$ cat config.mk
export PLATFORM = sky130hd
export DESIGN_NAME = alu_arbiter
export DESIGN_NICKNAME = d
export VERILOG_FILES = /design/src/rtl/alu_arbiter.sv
export SDC_FILE = /design/constraint.sdc
export NUM_CORES = 1
export LEC_CHECK = 0
export ABC_AREA = 1
export BUFFER_PORTS_ARGS = -buffer_cell sky130_fd_sc_hd__clkbuf_2
export CAP_MARGIN = 30
export CORE_AREA = 5 5 118 120
export CTS_CLUSTER_DIAMETER = 120
export DETAILED_ROUTE_END_ITERATION = 7
export DIE_AREA = 0 0 123 125
export GPL_TIMING_DRIVEN = 0
export MAX_ROUTING_LAYER = met4
export PLACE_DENSITY = 0.86
export SYNTH_ARGS = -nofsm -noshare
export SYNTH_HDL_FRONTEND = slang
export SYNTH_SLANG_ARGS = --single-unit
export TNS_END_PERCENT = 20
$ cat constraint.sdc
create_clock -name CLK -period 11.4 [get_ports CLK]
set_input_delay 2.28 -clock CLK [delete_from_list [all_inputs] [get_ports CLK]]
set_output_delay 2.28 -clock CLK [all_outputs]
set_load 0.05 [all_outputs]
$ cat src/rtl/alu_arbiter.sv
// Two-requester round-robin front end for a single shared combinational ALU.
// One operation in flight: grant/latch, capture result, respond, return to idle.
module alu_arbiter #(
    parameter int N = 32
) (
    input  logic         CLK,
    input  logic         RESET,
    input  logic         REQ0,
    input  logic         REQ1,
    input  logic [3:0]   OP0,
    input  logic [3:0]   OP1,
    input  logic [N-1:0] A0,
    input  logic [N-1:0] B0,
    input  logic [N-1:0] A1,
    input  logic [N-1:0] B1,
    output logic         GNT0,
    output logic         GNT1,
    output logic         DONE0,
    output logic         DONE1,
    output logic [N-1:0] RESULT0,
    output logic [N-1:0] RESULT1,
    output logic         ZERO0,
    output logic         ZERO1,
    output logic [3:0]   ALU_OP,
    output logic [N-1:0] ALU_A,
    output logic [N-1:0] ALU_B,
    input  logic [N-1:0] ALU_RESULT,
    input  logic         ALU_ZERO,
    output logic         BUSY
);

    typedef enum logic [1:0] {
        IDLE = 2'd0,
        EXEC = 2'd1,
        RESP = 2'd2
    } state_t;

    state_t       state_q, state_d;
    logic         win_q;
    logic         pick;
    logic         take;
    logic         capture;
    logic [3:0]   op_q;
    logic [N-1:0] a_q;
    logic [N-1:0] b_q;

    // win_q doubles as the round-robin pointer; it resets to 1 so requester 0
    // wins the first contested request.
    assign pick = (REQ0 && REQ1) ? ~win_q : REQ1;

    always_comb begin
        state_d = state_q;
        take    = 1'b0;
        capture = 1'b0;
        case (state_q)
            IDLE: begin
                if (REQ0 || REQ1) begin
                    take    = 1'b1;
                    state_d = EXEC;
                end
            end
            EXEC: begin
                capture = 1'b1;
                state_d = RESP;
            end
            RESP:    state_d = IDLE;
            default: state_d = IDLE;
        endcase
    end

    always_ff @(posedge CLK or posedge RESET) begin
        if (RESET) begin
            state_q <= IDLE;
            win_q   <= 1'b1;
            op_q    <= '0;
            a_q     <= '0;
            b_q     <= '0;
            GNT0    <= 1'b0;
            GNT1    <= 1'b0;
            DONE0   <= 1'b0;
            DONE1   <= 1'b0;
        end else begin
            state_q <= state_d;
            GNT0    <= take & ~pick;
            GNT1    <= take & pick;
            DONE0   <= capture & ~win_q;
            DONE1   <= capture & win_q;
            if (take) begin
                win_q <= pick;
                op_q  <= pick ? OP1 : OP0;
                a_q   <= pick ? A1 : A0;
                b_q   <= pick ? B1 : B0;
            end
        end
    end

    always_ff @(posedge CLK or posedge RESET) begin
        if (RESET) begin
            RESULT0 <= '0;
            RESULT1 <= '0;
            ZERO0   <= 1'b0;
            ZERO1   <= 1'b0;
        end else if (capture) begin
            if (win_q) begin
                RESULT1 <= ALU_RESULT;
                ZERO1   <= ALU_ZERO;
            end else begin
                RESULT0 <= ALU_RESULT;
                ZERO0   <= ALU_ZERO;
            end
        end
    end

    assign ALU_OP = op_q;
    assign ALU_A  = a_q;
    assign ALU_B  = b_q;
    assign BUSY   = (state_q != IDLE);

endmodule

==> out/results.ini, run 1 <==
[outcome]
status = aborted with a tool error
lastStage = detailed routing (5_2_route)
error = [ERROR DRT-0255] Maze Route cannot find path of net CLK in worker of routeBox ( 96600 0 ) ( 123000 48300 ).

[clock_tree]
cts_max_level = 4
cts_setup_buffers = 0
clock_path_buffers = 2
cts_resized = 0
cts_num_sinks = 141
clockRootBuffer = clkbuf_16
ctsHoldBuffers = 0
cts_buffers = 17

[yosys]
synth-adder-area-share_pct = 0
yosysSeqAreaShare_pct = 56.4
synth_xor_area_share_pct = 0
synth-simple-area-share_pct = 30.5
synth_compound_area_share_pct = 5.48
yosys-mux-area-fraction_pct = 0
synth.avg_cell_area_um2 = 8.01
synth_top_family_by_area = simple AND/OR/NAND/NOR gates
synth.distinct_cells = 18
yosys.area.top_type_share_pct = 56.0
yosysTopAreaCell = dfrtp_1
synth_nets = 955
synthCells = 782
syn-cell-area_um2 = 6260
ys_ff_latch = 141
ys_warn_count = 0
yosys-top-cells-area = dfrtp_1 (56%), nand2_1 (22%), nand3_1 (5.4%)

[global_routing]
grt_pass1_wl_um = 30700
grt_usage_pct = 26.3
grt_max_degree = 78
grt_antenna_before_repair = 1
grt-ovfl-total = 0
first_global_vias = 6401

[placement]
gp_congestion = 0.844
placed_area_um2 = 8070
port_buffers = 310
hpwl_um = 15000
dp.cells = 1269

[floorplan]
die_w_um = 123
die_y_um = 125
std_cell_rows = 42
io_pins = 312
initial_core_util_pct = 48.6

## layer usage
| layer | global-route usage, % |
|---|---|
| met1 | 30.8 |
| met3 | 6.05 |
| met4 | 13.2 |
| met5 | - |
| met2 | 42.4 |
## synthesized netlist by cell type, drive strengths merged
master	number
nand3	68
inv	62
o21ai	66
a21oi	1
nand2	367
nand3b	22
clkbuf	15
o21bai	1
dfstp	1
dfrtp	140
nor2	4
buf	35
## kinds of logic after synthesis
family,count (synthesis)
AO/OA/AOI/OAI,68
buffers and inverters,112
flip-flops,141
AND/OR/NAND/NOR,461
## per-stage QoR
step                worst slack, ps  utilization [%]
floorplan                      5340                -
global placement               3860             62.4
detailed placement             7650             62.6
CTS                            7800             67.9
global route                   7730             67.9
==> run 2: changes to the inputs <==
--- a/config.mk
+++ b/config.mk
@@ -8,13 +8,11 @@
 export ABC_AREA = 1
 export BUFFER_PORTS_ARGS = -buffer_cell sky130_fd_sc_hd__clkbuf_2
 export CAP_MARGIN = 30
-export CORE_AREA = 5 5 118 120
-export CTS_CLUSTER_DIAMETER = 120
+export CORE_AREA = 5 5 132 134
 export DETAILED_ROUTE_END_ITERATION = 7
-export DIE_AREA = 0 0 123 125
+export DIE_AREA = 0 0 137 139
 export GPL_TIMING_DRIVEN = 0
-export MAX_ROUTING_LAYER = met4
-export PLACE_DENSITY = 0.86
+export PLACE_DENSITY_LB_ADDON = 0.15
 export SYNTH_ARGS = -nofsm -noshare
 export SYNTH_HDL_FRONTEND = slang
 export SYNTH_SLANG_ARGS = --single-unit
==> out/results.ini, run 2 <==
[floorplan]
io_pins = 312
die_area_um2 = 19000
std_cell_rows = 47
die_w_um = 137
initial_core_util_pct = 38.7
die_y_um = 139
coreArea_um2 = 16200

[timing]
maxSlewHeadroom_pct = 53.1
setup-violations-final = 0
setup_tns_ps = 0
hold_viol = 0
skew_ps = 10.3
rsz0062_at_grt = no
fmax_ghz = 0.280
drv_slew = 0
fin_crit_sh_pct = 31.3
min_period_ps = 3570
worstMarginPinSlew_ps = 704

[critical_path]
start_kind = flip-flop
crit_type = flip-flop to output pin
worstPathArrival_ps = 1290
crit_slowest_cell = dfrtp_1
reg2reg_setup_slack_ps = 9480
crit_required_ps = 9120
crit_path_max_incr_delay_ps = 360
critPathMaxFanout = 3
r2r_end = ALU_A[25]
ff2ff_path_depth = 6
crit_chain = inv_1, nand2_1, clkbuf_2
end_kind = output pin
r2r-start = win_q

[finish]
fin_cells = 1344
area_growth_pct = 39.6
mostFrequentLayoutCell = nand2_1
n_antenna_cell = 0
drive_gt1_share_pct = 33.6
nets = 1285
final_cell_mix = nand2_1 (367), clkbuf_2 (310), dfrtp_1 (140), nand3_1 (68), o21ai_0 (66)

[power_and_ir_drop]
clkPwrFrac_pct = 18.5
vdd_drop_max_v = 0.000153
switching_share_pct = 53.0
p_comb_share_pct = 53.6
p_int_mw = 1.48
p_leak_nw = 5.20
p_per_area_nw_per_um2 = 361
switchingPower_mw = 1.67
seq_power_share_pct = 27.9

[yosys]
synth_nets = 955
synth_top_flop_cell = dfrtp_1
yosys-mux-area-fraction_pct = 0
synth_xor_area_share_pct = 0
yosysMostFrequentCell = nand2_1
synth.distinct_cells = 18
yosysTopAreaCell = dfrtp_1
synth-adder-area-share_pct = 0
synth_common_cells = nand2_1 (367), dfrtp_1 (140), nand3_1 (68), o21ai_0 (66), inv_1 (61)
yosys.area.top_type_share_pct = 56.0
yosys-top-cells-area = dfrtp_1 (56%), nand2_1 (22%), nand3_1 (5.4%)
synthCells = 782
syn-cell-area_um2 = 6260
synth.avg_cell_area_um2 = 8.01
ys_warn_count = 0
synth_edf_count = 0
yosysSeqAreaShare_pct = 56.4
ys_ff_latch = 141
synth-simple-area-share_pct = 30.5
synth_top_family_by_area = simple AND/OR/NAND/NOR gates
synth_compound_area_share_pct = 5.48
async_reset_ff_share_pct = 100

[clock_tree]
path_clk_slew_ps = 50
ctsHoldBuffers = 0
clock_path_buffers = 2
cts_buffers = 17
cts_tree = done
cts_resized = 0
cts_max_level = 4
cts_num_sinks = 141
clockRootBuffer = clkbuf_16
clk_latency_ps = 410
cts_setup_buffers = 0

[worst_hold_path]
hold_depth = 1
hp-start = state_q[1]
hold_path.class = flip-flop to flip-flop
min_to = state_q[1]

[global_routing]
grt_antenna_before_repair = 0
grt-ovfl-total = 0
grt_pass1_wl_um = 31300
first_global_vias = 6076
grt_max_degree = 75
grt_usage_pct = 20.9

[placement]
hpwl_um = 15600
dp.cells = 1313
gp_congestion = 0.824
port_buffers = 310

[route]
vias = 6072
first_pass_iters = 4
wl_per_cell_um = 14.9
drc = 0
routed_wl_um = 20000
routed_via_density = 4.52
postRouteAntennaNets = 0
drt_iter0_drc = 238

[outcome]
status = finished, final reports clean

[run]
cap_violations = 0

## run 2: cell counts after synthesis
No cell type changed its count.
## run 2: worst max-delay path, delay by kind of cell, from the launching register on
family | cells | cell delay (ps)
flops | 1 | 360
simple gates | 1 | 140
buf+inv | 2 | 370
## run 2: per-layer routing
| metal | global-route usage, % | part of all wire (%) | up-vias |
|---|---|---|---|
| met5 | 0 | 0 | - |
| met4 | 5.72 | 1.2 | 0 |
| met3 | 6.20 | 8.1 | 16 |
| met2 | 34.2 | 49 | 232 |
| met1 | 26.9 | 42 | 2742 |
| li1 | - | - | 3082 |
## run 2: power groups by stage
stage          logic [mW]  registers (mW)  clock network [mW]
2_1_floorplan       0.430            1.69                   0
3_5_place_dp         1.71           0.882                   0
5_1_grt              1.81           0.907               0.622
4_1_cts              1.71           0.880               0.596
6_report             1.69           0.880               0.584
3_3_place_gp         1.70           0.878                   0
## run 2: logic make-up after synthesis
group                  Yosys count
AO/OA/AOI/OAI                   68
flip-flops                     141
AND/OR/NAND/NOR                461
buffers and inverters          112
## run 2: per-stage QoR
stage	total power, mW	util (%)	setup slack (ps)	hold WS (ps)	instance area [um2]
after CTS	3.19	54.1	7810	461	8740
final	3.16	54.1	7830	460	8740
after global routing	3.34	54.1	7750	487	8740
after global placement	2.58	50.0	3590	447	8090
after floorplan	2.12	-	5340	427	6260
after detailed placement	2.60	50.2	7560	445	8120
## run 2: final cells by class
class	count	area (um2)
flip-flops and latches	141	3530
multi-input cells	529	2250
well taps	220	275
clock inverters	10	163
clock buffers	21	460
plain buffers	50	245
repair buffers	311	1580
inverters	62	238
fillers	1631	7430
## run 2: worst max path at each step
stage | endpoint | start
after floorplan | ALU_A[0] | RESET
after global placement | ALU_B[22] | RESET
after detailed placement | ALU_A[25] | REQ0
after CTS | BUSY | state_q[1]
after global routing | BUSY | state_q[1]
final | BUSY | state_q[1]
Power figures use the tool's default switching activity.
==> run 3: changes to the inputs <==
==> constraint.sdc (replaced) <==
create_clock -name CLK -period 3.28 [get_ports CLK]
set_input_delay 0.656 -clock CLK [delete_from_list [all_inputs] [get_ports CLK]]
set_output_delay 0.656 -clock CLK [all_outputs]
set_load 0.05 [all_outputs]
==> out/results.ini, run 3 (synthesized netlist as in run 2, its figures left out) <==
[route]
wl_met2_um = 9790
vias = 6158
wl_met1_um = 8230
postRouteAntennaNets = 0
routed_wl_um = 20300
dr_wl_met3_um = 1740
drt_iter0_drc = 277
drc = 0
highest_layer = met4
wl_per_cell_um = 15.1
first_pass_iters = 4
routed_via_density = 4.58

[clock_tree]
clk_latency_ps = 420
clock_path_buffers = 2
cts_num_sinks = 141
ctsHoldBuffers = 0
cts_resized = 0
cts_tree = done
cts_setup_buffers = 0
path_clk_slew_ps = 60
cts_max_level = 4
cts_buffers = 17
clockRootBuffer = clkbuf_16

[timing]
setup-violations-final = 0
rsz0062_at_grt = no
skew_ps = 11.6
fin_crit_sh_pct = 60.5
drv_slew = 0
setup_tns_ps = 0
min_period_ps = 1980
worst_slack_ps = 1300
fmax_ghz = 0.504
hold_viol = 0
worstMarginPinSlew_ps = 509
maxSlewHeadroom_pct = 66.1

[critical_path]
end_kind = output pin
crit_required_ps = 2620
crit_type = flip-flop to output pin
worstPathArrival_ps = 1330
start_kind = flip-flop
critPathMaxFanout = 3

[floorplan]
initial_core_util_pct = 38.7
coreArea_um2 = 16200
std_cell_rows = 47
die_area_um2 = 19000
die_w_um = 137
die_y_um = 139
io_pins = 312

[finish]
final_cell_mix = nand2_1 (367), clkbuf_2 (310), dfrtp_1 (140), nand3_1 (68), o21ai_0 (66)
fillers = 1586
area_growth_pct = 40.3
n_antenna_cell = 0
mostFrequentLayoutCell = nand2_1
nets = 1288
final_core_util_pct = 54.3
drive_gt1_share_pct = 33.9

[run]
cap_violations = 0

[placement]
hpwl_um = 15900
gp_congestion = 0.851
pre_cts_ws_ps = 1050
port_buffers = 310

[global_routing]
grt_max_degree = 41
grt_antenna_before_repair = 0
grt_pass1_wl_um = 32300
grt-ovfl-total = 0
grt_usage_pct = 21.6
first_global_vias = 6282

[power_and_ir_drop]
vdd_drop_max_v = 0.000484
p_leak_nw = 5.22
p_total_mw = 10.9
p_per_area_nw_per_um2 = 1250

[worst_hold_path]
hold_path.class = input port to asynchronous set/reset pin

[outcome]
status = finished, final reports clean

[run 3: cell count changes in the layout (fill, tap and decap cells not counted)]
cell / before / now
clkinvlp_4: 2 / 4
buf_16: 1 / 0
clkbuf_1: 17 / 15
buf_12: 0 / 4
clkinv_2: 2 / 1
inv_6: 2 / 1
bufinv_16: 4 / 3
clkbuf_8: 2 / 4
[run 3: where the power goes]
| group | switching [mW] | total [mW] | leakage [nW] | internal, mW |
|---|---|---|---|---|
| registers | 0.476 | 3.07 | 1.74 | 2.60 |
| clock network | 0.728 | 2.00 | 0.294 | 1.27 |
| logic | 4.63 | 5.88 | 3.18 | 1.25 |
| total | 5.83 | 10.9 | 5.22 | 5.12 |
[run 3: worst max-delay path, stage by stage (launching register included)]
cell and delay, ps:
dfrtp_1 370, inv_1 50, nand2_1 150, clkbuf_2 350
[run 3: final timing paths]
kind,start,endpoint,slack [ps],depth (start not counted)
max,state_q[1],BUSY,1300,3
min,RESET,RESULT0[28],150,2
max reg2reg,win_q,ALU_A[29],1350,6
min reg2reg,state_q[1],state_q[1],460,1
max in group asynchronous,RESET,ALU_OP[0],2220,5
min in group CLK,state_q[1],state_q[1],460,1
[run 3: layout make-up]
class	instances	area (um2)	area share, %
Sequential cell	141	3530	40.2
Multi-Input combinational cell	529	2250	25.6
Timing Repair Buffer	314	1630	18.6
Clock buffer	21	480	5.47
Tap cell	220	275	3.13
Buffer	50	245	2.79
Inverter	62	236	2.69
Clock inverter	9	135	1.54
[run 3: metrics by stage]
stage | instance area, um2 | hold WS (ps) | cells
3_3_place_gp | 8090 | 444 | 1312
6_report | 8790 | 154 | 1346
2_1_floorplan | 6260 | 427 | 782
4_1_cts | 8790 | 137 | 1346
5_1_grt | 8790 | 154 | 1346
3_5_place_dp | 8170 | 443 | 1316
[run 3: metal layers]
layer	track usage (%)	vias up
li1	-	3081
met2	35.3	254
met3	6.31	38
met4	8.04	0
met5	0	-
met1	26.9	2785
==> run 4: changes to the inputs <==
==> constraint.sdc (replaced) <==
create_clock -name CLK -period 1.75 [get_ports CLK]
set_input_delay 0.35 -clock CLK [delete_from_list [all_inputs] [get_ports CLK]]
set_output_delay 0.35 -clock CLK [all_outputs]
set_load 0.05 [all_outputs]
==> out/results.ini, run 4 (synthesized netlist as in run 2, its figures left out) <==
[outcome]
status = finished, final reports clean

[floorplan]
die_area_um2 = 19000
die_w_um = 137
initial_core_util_pct = 38.7
coreArea_um2 = 16200
die_y_um = 139
io_pins = 312
std_cell_rows = 47

[power_and_ir_drop]
p_total_mw = 20.5
p_per_area_nw_per_um2 = 2330
vdd_drop_max_v = 0.000906
p_leak_nw = 5.23

[placement]
port_buffers = 310
hpwl_um = 15900
dp.cells = 1316
placed_area_um2 = 8170
gp_congestion = 0.851

[route]
drt_iter0_drc = 279
routed_via_density = 4.59
drc = 0
wl_per_cell_um = 15.1
first_pass_iters = 4
postRouteAntennaNets = 0
vias = 6178
routed_wl_um = 20300

[clock_tree]
cts_max_level = 4
cts_num_sinks = 141
clockRootBuffer = clkbuf_16
clock_path_buffers = 2
cts_buffers = 17
cts_setup_buffers = 0
cts_tree = done
clk_latency_ps = 420
path_clk_slew_ps = 60

[timing]
min_period_ps = 1670
fmax_ghz = 0.600
rsz0062_at_grt = no
maxSlewHeadroom_pct = 67.6
hold_slack_ps = 189
setup-violations-final = 0
setup_tns_ps = 0
hold_viol = 0
worstMarginPinSlew_ps = 486
drv_slew = 0
fin_crit_sh_pct = 95.2
skew_ps = 13.5

[critical_path]
crit_chain = inv_1, nand2_1, buf_2
crit_required_ps = 1400
crit_slowest_cell = dfrtp_1
crit_type = flip-flop to output pin
end_kind = output pin
worstPathArrival_ps = 1320
start_kind = flip-flop
cp_num_buf_inv = 2
crit_family = buffers and inverters
critPathMaxFanout = 3
crit_path_max_incr_delay_ps = 370

[global_routing]
grt_antenna_before_repair = 0
grt_usage_pct = 21.6
grt-ovfl-total = 0
grt_max_degree = 41
grt_pass1_wl_um = 32400
first_global_vias = 6304

[finish]
nets = 1289
drive_gt1_share_pct = 34.2
final_area_um2 = 8810
area_growth_pct = 40.7
n_antenna_cell = 0
final_cell_mix = nand2_1 (365), clkbuf_2 (310), dfrtp_1 (140), nand3_1 (68), o21ai_0 (66)
fin_cells = 1347
mostFrequentLayoutCell = nand2_1

[run]
cap_violations = 0

[worst_hold_path]
hold_path.class = input port to flip-flop

==> run 4: per-layer routing <==
metal / routed length, um / part of all wire [%] / global-route usage, %
met2: 9790 / 48 / 35.3
met5: 0 / 0 / 0
met3: 1700 / 8.3 / 6.31
met4: 497 / 2.4 / 8.04
met1: 8330 / 41 / 27.0
==> run 4: worst paths after layout <==
check | start | end | slack [ps] | depth (start not counted)
hold reg to reg | state_q[1] | state_q[1] | 460 | 1
hold / removal | ALU_RESULT[11] | RESULT1[11] | 190 | 3
setup reg to reg | win_q | ALU_A[17] | 210 | 7
min in group asynchronous | RESET | RESULT0[28] | 400 | 3
max in group asynchronous | RESET | ALU_B[3] | 440 | 6
setup / recovery | state_q[1] | BUSY | 80 | 3
==> run 4: cell type report <==
type | count | area, um2
inverters | 62 | 236
plain buffers | 50 | 246
well taps | 220 | 275
flip-flops and latches | 141 | 3530
clock inverters | 9 | 135
clock buffers | 21 | 480
fillers | 1584 | 7360
repair buffers | 315 | 1640
multi-input cells | 529 | 2260
==> run 4: worst register-to-register path, stage by stage, from the launching register on <==
cell and delay, ps:
dfstp_2 550, nand2_2 150, nand2_4 160, buf_4 200
buf_4 200, nand2_1 60, nand3_1 60, nand2_1 60
==> run 4: timing repair <==
item	4_1_cts	5_1_grt
gates resized for setup	4	1
setup endpoints to repair	31	1
hold buffers	1	0
hold endpoints to repair	7	0
==> run 4: stage by stage <==
stage                     utilization, %  worst slack (ps)
after floorplan                        -              -362
after global placement              50.0             -1330
after detailed placement            50.5              -238
after CTS                           54.5              33.8
after global routing                54.5              21.7
final                               54.5              83.9
==> run 4: power by group <==
part	switching [mW]	internal, mW	total [mW]
combinational	8.68	2.35	11.0
sequential	0.896	4.87	5.76
clock	1.36	2.38	3.75
